<file path="config.mk">
export PLATFORM = sky130hd
export DESIGN_NAME = countdown_timer
export DESIGN_NICKNAME = d
export VERILOG_FILES = /design/src/rtl/countdown_timer.sv
export SDC_FILE = /design/constraint.sdc
export NUM_CORES = 1
export LEC_CHECK = 0
export CAP_MARGIN = 10
export CORE_ASPECT_RATIO = 0.75
export CORE_UTILIZATION = 28
export DETAILED_ROUTE_END_ITERATION = 10
export PLACE_DENSITY = 0.62
export SYNTH_ARGS = -nofsm -noshare
export SYNTH_HDL_FRONTEND = slang
export SYNTH_SLANG_ARGS = --single-unit
</file>
<file path="constraint.sdc">
create_clock -name clk -period 5.8 [get_ports clk]
set_clock_uncertainty 0.05 [all_clocks]
set_input_delay 1.16 -clock clk [delete_from_list [all_inputs] [get_ports clk]]
set_output_delay 1.16 -clock clk [all_outputs]
set_load 0.01 [all_outputs]
</file>
<file path="src/rtl/countdown_timer.sv">
// Loadable down-counter with a one-cycle terminal-count pulse.
// Define COUNTDOWN_AUTO_RELOAD_EN for periodic mode (reload from period after reaching zero).
module countdown_timer #(
  parameter int WIDTH = 8
) (
  input  logic             clk,
  input  logic             reset,
  input  logic             enable,
  input  logic             load,
  input  logic [WIDTH-1:0] load_value,
  output logic [WIDTH-1:0] out,
  output logic             busy,
  output logic             zero,
  output logic             done
);

  typedef enum logic {
    IDLE = 1'b0,
    RUN  = 1'b1
  } state_t;

  state_t           state_reg;
  logic [WIDTH-1:0] out_reg;
  logic             done_reg;

`ifdef COUNTDOWN_AUTO_RELOAD_EN
  logic [WIDTH-1:0] period_reg;
`endif

  always_ff @(posedge clk) begin
    if (reset) begin
      state_reg <= IDLE;
      out_reg   <= '0;
      done_reg  <= 1'b0;
`ifdef COUNTDOWN_AUTO_RELOAD_EN
      period_reg <= '0;
`endif
    end else begin
      done_reg <= 1'b0;
      if (load) begin
        out_reg   <= load_value;
        state_reg <= (load_value != '0) ? RUN : IDLE;
`ifdef COUNTDOWN_AUTO_RELOAD_EN
        period_reg <= load_value;
`endif
      end else if (state_reg == RUN && enable) begin
        if (out_reg > WIDTH'(1)) begin
          out_reg <= out_reg - WIDTH'(1);
        end else if (out_reg == WIDTH'(1)) begin
          out_reg  <= '0;
          done_reg <= 1'b1;
`ifndef COUNTDOWN_AUTO_RELOAD_EN
          state_reg <= IDLE;
`endif
        end else begin
          // Zero while running: only reachable in periodic mode, where it restarts.
`ifdef COUNTDOWN_AUTO_RELOAD_EN
          out_reg <= period_reg;
`else
          state_reg <= IDLE;
`endif
        end
      end
    end
  end

  assign out  = out_reg;
  assign busy = (state_reg == RUN);
  assign zero = (out_reg == '0);
  assign done = done_reg;

endmodule

</file>
Word level (Yosys, flattened, before mapping)
Cells that the tools add are included.
W data, S select, Z words.
{ "totals": {"reg_bits": 10, "latchBits": 0, "ram_bits": 0, "mem_bits_ro": 0, "in_bits": 12, "n_memories": 0} }
{ "op_classes": {"addsub": 1, "n_mul": 0, "n_div": 0, "n_lt_le_gt_ge": 1, "eq_ne": 2, "shifts": 0, "muxes": 9, "n_bitwise": 1, "reduce_logical": 8} }
{ "ops": {"columns": ["operator", "n"], "rows": [
  ["$mux W8", 4],
  ["$eq A8 B1 Y1 const B", 1],
  ["$gt A8 B1 Y1 const B", 1],
  ["$logic_not A8 Y1", 1],
  ["$reduce_bool A8 Y1", 1],
  ["$sub A8 B1 Y8 const B", 1],
  ["$mux W1", 5],
  ["$reduce_and A2 Y1", 2],
  ["$reduce_or A4 Y1", 1],
  ["$reduce_bool A3 Y1", 1],
  ["$ne A2 B2 Y1 const B", 1],
  ["$reduce_bool A2 Y1", 1],
  ["$logic_and A1 B1 Y1", 1],
  ["$not A1 Y1", 1]
]} }

Longest topological paths before layout
{ "depth": {"ltp_word": 5, "mapped_depth": 6} }

Worst setup path after synthesis
Ideal clock, no wire load.
{ "synth_path": {"path_type": "register -> output", "startpoint": "register out_reg[5], in the netlist out[5]", "endpoint": "output zero", "arrival_time_ns": 1.022, "t_required_ns": 4.590, "setup_slack_ns": 3.568, "stages_incl_launch_ff": 3, "path_cell_list": "dfxtp_1 -> nor4_4 -> and3_1"} }
{ "synth_via": {"elab_chain_cells": 1} }
{ "synth_rtl": {"columns": ["element", "line_no", "text"], "rows": [
  ["from (decl)", "23", "logic [WIDTH-1:0] out_reg;"],
  ["from (signal assigned)", "41", "out_reg <= load_value;"],
  ["from (signal assigned)", "48", "out_reg <= out_reg - WIDTH'(1);"],
  ["$logic_not A8 Y1", "69", "assign zero = (out_reg == '0);"],
  ["to (decl)", "13", "output logic zero,"]
]} }
Every way passes these cells.

Final worst setup path
{ "layout_path": {"startpoint": "register out_reg[2], in the netlist out[2]", "endpoint": "output zero"} }
The elaborated chain is that of the path after synthesis.

==> out/results.env <==
GR_UTIL_ALL_LAYERS=0.1683
INSERTEDDIODECOUNT=0
WORST_HOLD_SLACK_PS=465.6
CATEGORY_OF_THE_WORST_SETUP_PATH_LAUNCH_POINT='flip-flop'
WORST-PATH-MAX-FANOUT=8
WIRE_PER_INST_UM=15.30
FIN_TNS_SETUP_PS=0
DRV_CAP=0
GRT_OVERFLOW_TOTAL=0
DIE_AREA_SQ_UM=2853
FIRST_GLOBAL_VIAS=716
SYNTHMUXAREASHARE=0
CLOCKROOTBUFFER='sky130_fd_sc_hd__clkbuf_4'
POWER.STATIC_LEAKAGE_uW=0.0003679
RSZ0062_AT_GRT='false'
TRITONCTS='built'
CLK_PIN_SLEW_WORST_PATHS_PS=70
YS.FLOP_TYPE='sky130_fd_sc_hd__dfxtp_1'
DRTITER0DRC=36
CRITICAL_PATH_CLASS='reg -> out'
WIRELENGTH_UM=2203
GRT_ANTENNA_BEFORE_REPAIR=0
FIRSTDRTPASSITERS=4
RUN_STATUS='completed'
SYNTH_COMPOUND_AREA_FRAC=0.3367
SYNTH-ASYNC-RESET-RATIO=0
IO-PIN-COUNT=23
SYNTH_AREA_IN_ADDERS=0.05076
POST-CTS-SETUP-BUFFER-COUNT=0
NETS=127
INITIAL_UTIL=0.3078
CP-END-KIND='output pin'
PERIOD_MINUS_SLACK_PS=3163
SLOWEST_DELAY_PS=550
IO_BUFFER_COUNT=22
SYN-NUM-NETS=103
TIMING.FMAX_MHz=316.2
WORST_SLEW_PIN_SLEW_PS=727.5
REGISTER_BIT_TOTAL_FROM_SYNTHESIS=10
CRITPATHREQUIREDTIME_PS=4590
POST-ROUTE-PERIOD-UTIL=0.5453
CTS_BUFS_INSERTED=3
SETUP_VIOLATIONS=0
TIMING.FINAL.HOLD_VIOLATIONS=0
MIN_PATH_TYPE='reg -> reg'
VIAS=804
HPWL_UM=1628
SYNTH_EDF_COUNT=0
CORE_REGION_AREA_SQ_UM=2402
POST_SYNTH_INSTANCE_AREA_SQ_UM=739.5
DRC_ERRORS=0
HEADROOM_TO_THE_MAX_SLEW_LIMIT=0.5135
INSERTION_DELAY_PS=280
SYNTH_TOP_FAMILY_BY_AREA='compound AO/OA/AOI/OAI gates'
DETAIL-ROUTE-ANTENNA-NETS=0
YS_WARN_COUNT=0
CRITICAL_PATH.SLOWEST_CELL='sky130_fd_sc_hd__nor2_1'
POST_CTS_RESIZE_COUNT=0
ROUTABILITYCONGESTION=0.8227
SYNTH_SIMPLE_GATE_AREA_FRAC=0.2893
AVGVIACOUNTPERCELL=5.583
SYN_AREA_PER_CELL_SQ_UM=8.403
FINAL-MAX-SLEW-VIOLATION-COUNT=0
GRT_MAX_DEGREE=22
DRIVE_ABOVE_1_SHARE=0.1000
BUF_INV_STAGES_CRIT_PATH=1
SYNTHXORXNORAREAFRAC=0
HTREEDEPTH=1
ARRIVAL_PS=1950
NUM_ROWS=15
HOLD_BUFFERS=0
DIEHEIGHT_UM=46.51
FLOW.AREA_GROWTH_FROM_SYNTHESIS_PCT=36.89
DIE-WIDTH_UM=61.34
POWER.DENSITY_nW_PER_UM2=237.4
SEQ_AREA_FRAC_SYNTH=0.2707
FAMILY_OF_CELLS_WITH_THE_GREATEST_SUMMED_DELAY_ON_THE_CRITICAL_PATH='simple AND/OR/NAND/NOR gates'
POST_SYNTH_NUM_CELL_TYPES=37
GRT_PASS1_WL_UM=3415
LARGEST_REGISTER_FFS=8
CLOCK_SINK_COUNT=10
CTS.PATH.MAX_BUFFERS=2
CRITICAL_PATH.CELL_CHAIN='nor2_1 -> and3_1 -> clkdlybuf4s50_1'
IR_DROP_mV=0.1157
SYNTHESIS.INSTANCES=88
cells in the mapped netlist, drive strengths merged, types with 2 or more instances:
master  number  area, sq um
ha           3        37.54
o21ai        2        10.01
a32oi        2        17.52
nand3        2        10.01
nor4         2        27.53
a22oi        8        60.06
or4          3        26.27
or3          2        12.51
o31ai        2        15.01
inv          7        26.28
nand2        7        26.28
clkbuf       2        7.510
dfxtp       10        200.2
a31oi        2        18.77
a21oi        4        20.02
o32ai        4        35.03
nor2         6        22.52
o22ai        2        12.51
nor3         3        15.01
kinds of logic after synthesis:
group,Yosys count
simple gates,35
compound gates,30
buf+inv,10
flops,10
fa+ha+maj,3
per-layer routing:
layer | track usage | wire (um) | share of wire | up-vias
met5 | 0 | 0 | 0 | -
met4 | 0.08000 | 36 | 0.016 | 0
met3 | 0.05056 | 183 | 0.083 | 5
met2 | 0.2348 | 938 | 0.43 | 28
met1 | 0.2338 | 1045 | 0.47 | 380
li1 | - | - | - | 391
layout make-up:
class	count	area, sq um
timing repair buffer	22	220.2
sequential	10	200.2
clock buffer	3	22.52
multi-input combinational	68	500.5
tap	34	42.54
fill	263	1390
inverter	7	26.28
worst register-to-register path, cell delays in order (launching register included):
cell	delay, ps
sky130_fd_sc_hd__dfxtp_1	430
sky130_fd_sc_hd__inv_1	130
sky130_fd_sc_hd__ha_1	290
sky130_fd_sc_hd__or2_2	360
sky130_fd_sc_hd__a31oi_2	440
sky130_fd_sc_hd__a32oi_1	160
sky130_fd_sc_hd__o32ai_1	240
path summary, 6_finish.rpt:
path                                           from                   to  slack [ps]  cells after the start
worst max-delay path            out[2]$_SDFFE_PP0P_                 zero        2640                      3
worst min-delay path              busy$_SDFFE_PP0P_    busy$_SDFFE_PP0P_         470                      2
worst max register to register  out[0]$_SDFFE_PP0P_  out[2]$_SDFFE_PP0P_        3620                      6
worst min register to register    busy$_SDFFE_PP0P_    busy$_SDFFE_PP0P_         470                      2
per-stage QoR:
| stage | setup slack [ps] | total power (uW) | util | area, sq um | instances |
|---|---|---|---|---|---|
| 2_1_floorplan | 3568 | 151.4 | - | 739.5 | 88 |
| 3_3_place_gp | 2829 | 190.4 | 0.4120 | 989.7 | 141 |
| 3_5_place_dp | 2766 | 191.1 | 0.4120 | 989.7 | 141 |
| 4_1_cts | 2650 | 240.2 | 0.4214 | 1012 | 144 |
| 5_1_grt | 2564 | 253.9 | 0.4214 | 1012 | 144 |
| 6_report | 2637 | 240.3 | 0.4214 | 1012 | 144 |
cells in the final DEF, fill, tap and decap left out:
cell type,netlist,layout
sky130_fd_sc_hd__and2_1,1,1
sky130_fd_sc_hd__nor2_1,6,6
sky130_fd_sc_hd__nand4_1,1,1
sky130_fd_sc_hd__clkdlybuf4s50_1,0,22
sky130_fd_sc_hd__o41ai_2,1,1
sky130_fd_sc_hd__o21a_1,1,1
sky130_fd_sc_hd__nor3_1,3,3
sky130_fd_sc_hd__dfxtp_1,10,10
sky130_fd_sc_hd__clkbuf_4,0,3
sky130_fd_sc_hd__and4b_1,1,1
sky130_fd_sc_hd__nor4_1,1,1
sky130_fd_sc_hd__inv_1,7,7
sky130_fd_sc_hd__o22ai_1,2,2
sky130_fd_sc_hd__or3b_2,1,1
sky130_fd_sc_hd__or4_1,2,2
sky130_fd_sc_hd__nor4b_1,1,1
sky130_fd_sc_hd__nand2b_1,1,1
sky130_fd_sc_hd__a22oi_1,8,8
sky130_fd_sc_hd__or3_1,2,2
sky130_fd_sc_hd__or4_4,1,1
sky130_fd_sc_hd__a32oi_1,2,2
sky130_fd_sc_hd__a31o_2,1,1
sky130_fd_sc_hd__or2_2,1,1
sky130_fd_sc_hd__nand2_1,7,7
sky130_fd_sc_hd__nor2b_1,1,1
sky130_fd_sc_hd__nor4_4,1,1
sky130_fd_sc_hd__nand3_1,2,2
sky130_fd_sc_hd__a31oi_1,1,1
sky130_fd_sc_hd__ha_1,3,3
sky130_fd_sc_hd__o32ai_1,4,4
sky130_fd_sc_hd__a21oi_1,4,4
sky130_fd_sc_hd__and3_1,1,1
sky130_fd_sc_hd__and4_1,1,1
sky130_fd_sc_hd__o31ai_1,2,2
sky130_fd_sc_hd__a31oi_2,1,1
sky130_fd_sc_hd__o21ai_0,2,2
sky130_fd_sc_hd__a2111oi_4,1,1
where the power goes:
group / internal (uW) / switching [uW] / leakage, uW
Sequential: 75.0 / 10.6 / 0.0000824
Clock: 24.0 / 25.6 / 0.0000138
Combinational: 51.1 / 54.0 / 0.000272
Total: 150 / 90.2 / 0.000368
Power figures use the tool's default switching activity.
==> RTL edit: new RTL, same flow settings <==
Set the parameter `WIDTH` to 10 (it was 8).
--- a/src/rtl/countdown_timer.sv
+++ b/src/rtl/countdown_timer.sv
@@ -3,3 +3,3 @@
 module countdown_timer #(
-  parameter int WIDTH = 8
+  parameter int WIDTH = 10
 ) (
Interface: changed (resized load_value and out); port bits go from 23 to 27. The function was not compared with the original's and may differ.
==> RTL edit against the original RTL <==
Total power up 35%. Core utilization down 1.4 points. Worst setup slack worse by 180 ps. Design area up 20%. Largest power group unchanged. Combinational power up 20%. Via count up 17%. Sequential cell count up 2. Non-clock buffer count up 4. Sequential power up 21%. Synthesized area up 19%. Critical path type unchanged. Fmax down 5.3%. First-iteration DRC count up 72%. Highest routed layer unchanged. Wire length up 17%.
==> RTL edit: results (changes against the original RTL) <==
Logic synthesis:
- The number of nets in the synthesized netlist is 124 (+20%).
- Sorting the synthesized cells by area gives the leading types as sky130_fd_sc_hd__dfxtp_1 (27%), sky130_fd_sc_hd__a2bb2oi_1 (6.9%), sky130_fd_sc_hd__o32ai_1 (6.9%).
- The flip-flop and latch count after synthesis came to 12 (+2).

Clock network:
- The cell at the root of the clock tree is sky130_fd_sc_hd__clkbuf_8.
- The insertion delay of the later-clocked pin in the worst-skew pair is 250 ps (-30 ps).

Cells and area:
- The number of nets in the layout is 148 (+17%).
- The number of multi-input logic gates is 79 (+16%).
- The non-clock buffer total of the final layout is 26 (+18%).
- The share of the final layout cell area in sequential cells is 19.8% (+0.037 points).
- The utilization after layout is 40.7% (-1.4 points).
- The share of post-route cells with drive strength above 1 is 9.92% (-0.076 points).
- The fraction of standard cell area in multi-input logic was 47.2% (-2.3 points).
- The non-clock inverter instance count of the final layout is 10 (+3).
- The filler cell count in the final layout is 307 (+17%).

Placed design:
- The HPWL after detailed placement is 1930 um (+18%).
- The pre-CTS setup slack is 2380 ps (-382 ps).
- The final estimated routing congestion in global placement is 0.868 (+5.5%).

GRT:
- The met2 usage is 25.8% (+2.3 points).
- The global-route track usage on met1 is 22.6% (-0.83 points).
- The global-route wire length before repair was 4320 um (+26%).
- The via count of the first global-routing pass is 887 (+24%).
- The global-route track usage on met3 is 6.14% (+1.1 points).

STA:
- The relative slew slack came to 23.4% (-28 points).

Drt:
- The amount of wire on met3 after detailed routing is 141 um (-23%).
- The via count of the routed design is 943 (+17%).

Run status:
- The run finished with clean final reports.

Pwr:
- The peak ir drop on the vdd network came to 0.128 mV (+10%).
- The leakage component of the power is 0.431 nW (+17%).

Setup path:
- The data arrival time at the worst-slack endpoint is 2130 ps (+180 ps).
-- RTL edit: path summary, 6_finish.rpt --
path | startpoint | end | slack, ps
setup / recovery | out[0] | zero | 2460
hold reg to reg | busy | busy | 490
setup reg to reg | out[0] | out[8] | 3630
hold / removal | busy | busy | 490
-- RTL edit: where the power goes --
part           switching (mW)  total [mW]  leakage (nW)  internal (mW)
clock network          0.0345      0.0947        0.0288         0.0601
logic                  0.0643       0.126         0.303         0.0615
registers              0.0132       0.104        0.0989         0.0905
total                   0.112       0.324         0.431          0.212
-- RTL edit: cell families (layout without fill, tap and decap cells) --
family,count (synthesis),after routing,synth area share (%)
buffers and inverters,17,40,8.07
and+or+nand+nor,38,38,26.5
AOI/OAI and AO/OA,38,38,34.3
adders and majority gates,2,2,2.83
muxes,1,1,1.13
DFF,12,12,27.2
-- RTL edit: tightest hold or removal path, stage by stage (launching register included) --
cell and delay (ps):
sky130_fd_sc_hd__dfxtp_1 340, sky130_fd_sc_hd__o21ai_0 80, sky130_fd_sc_hd__a21oi_1 70
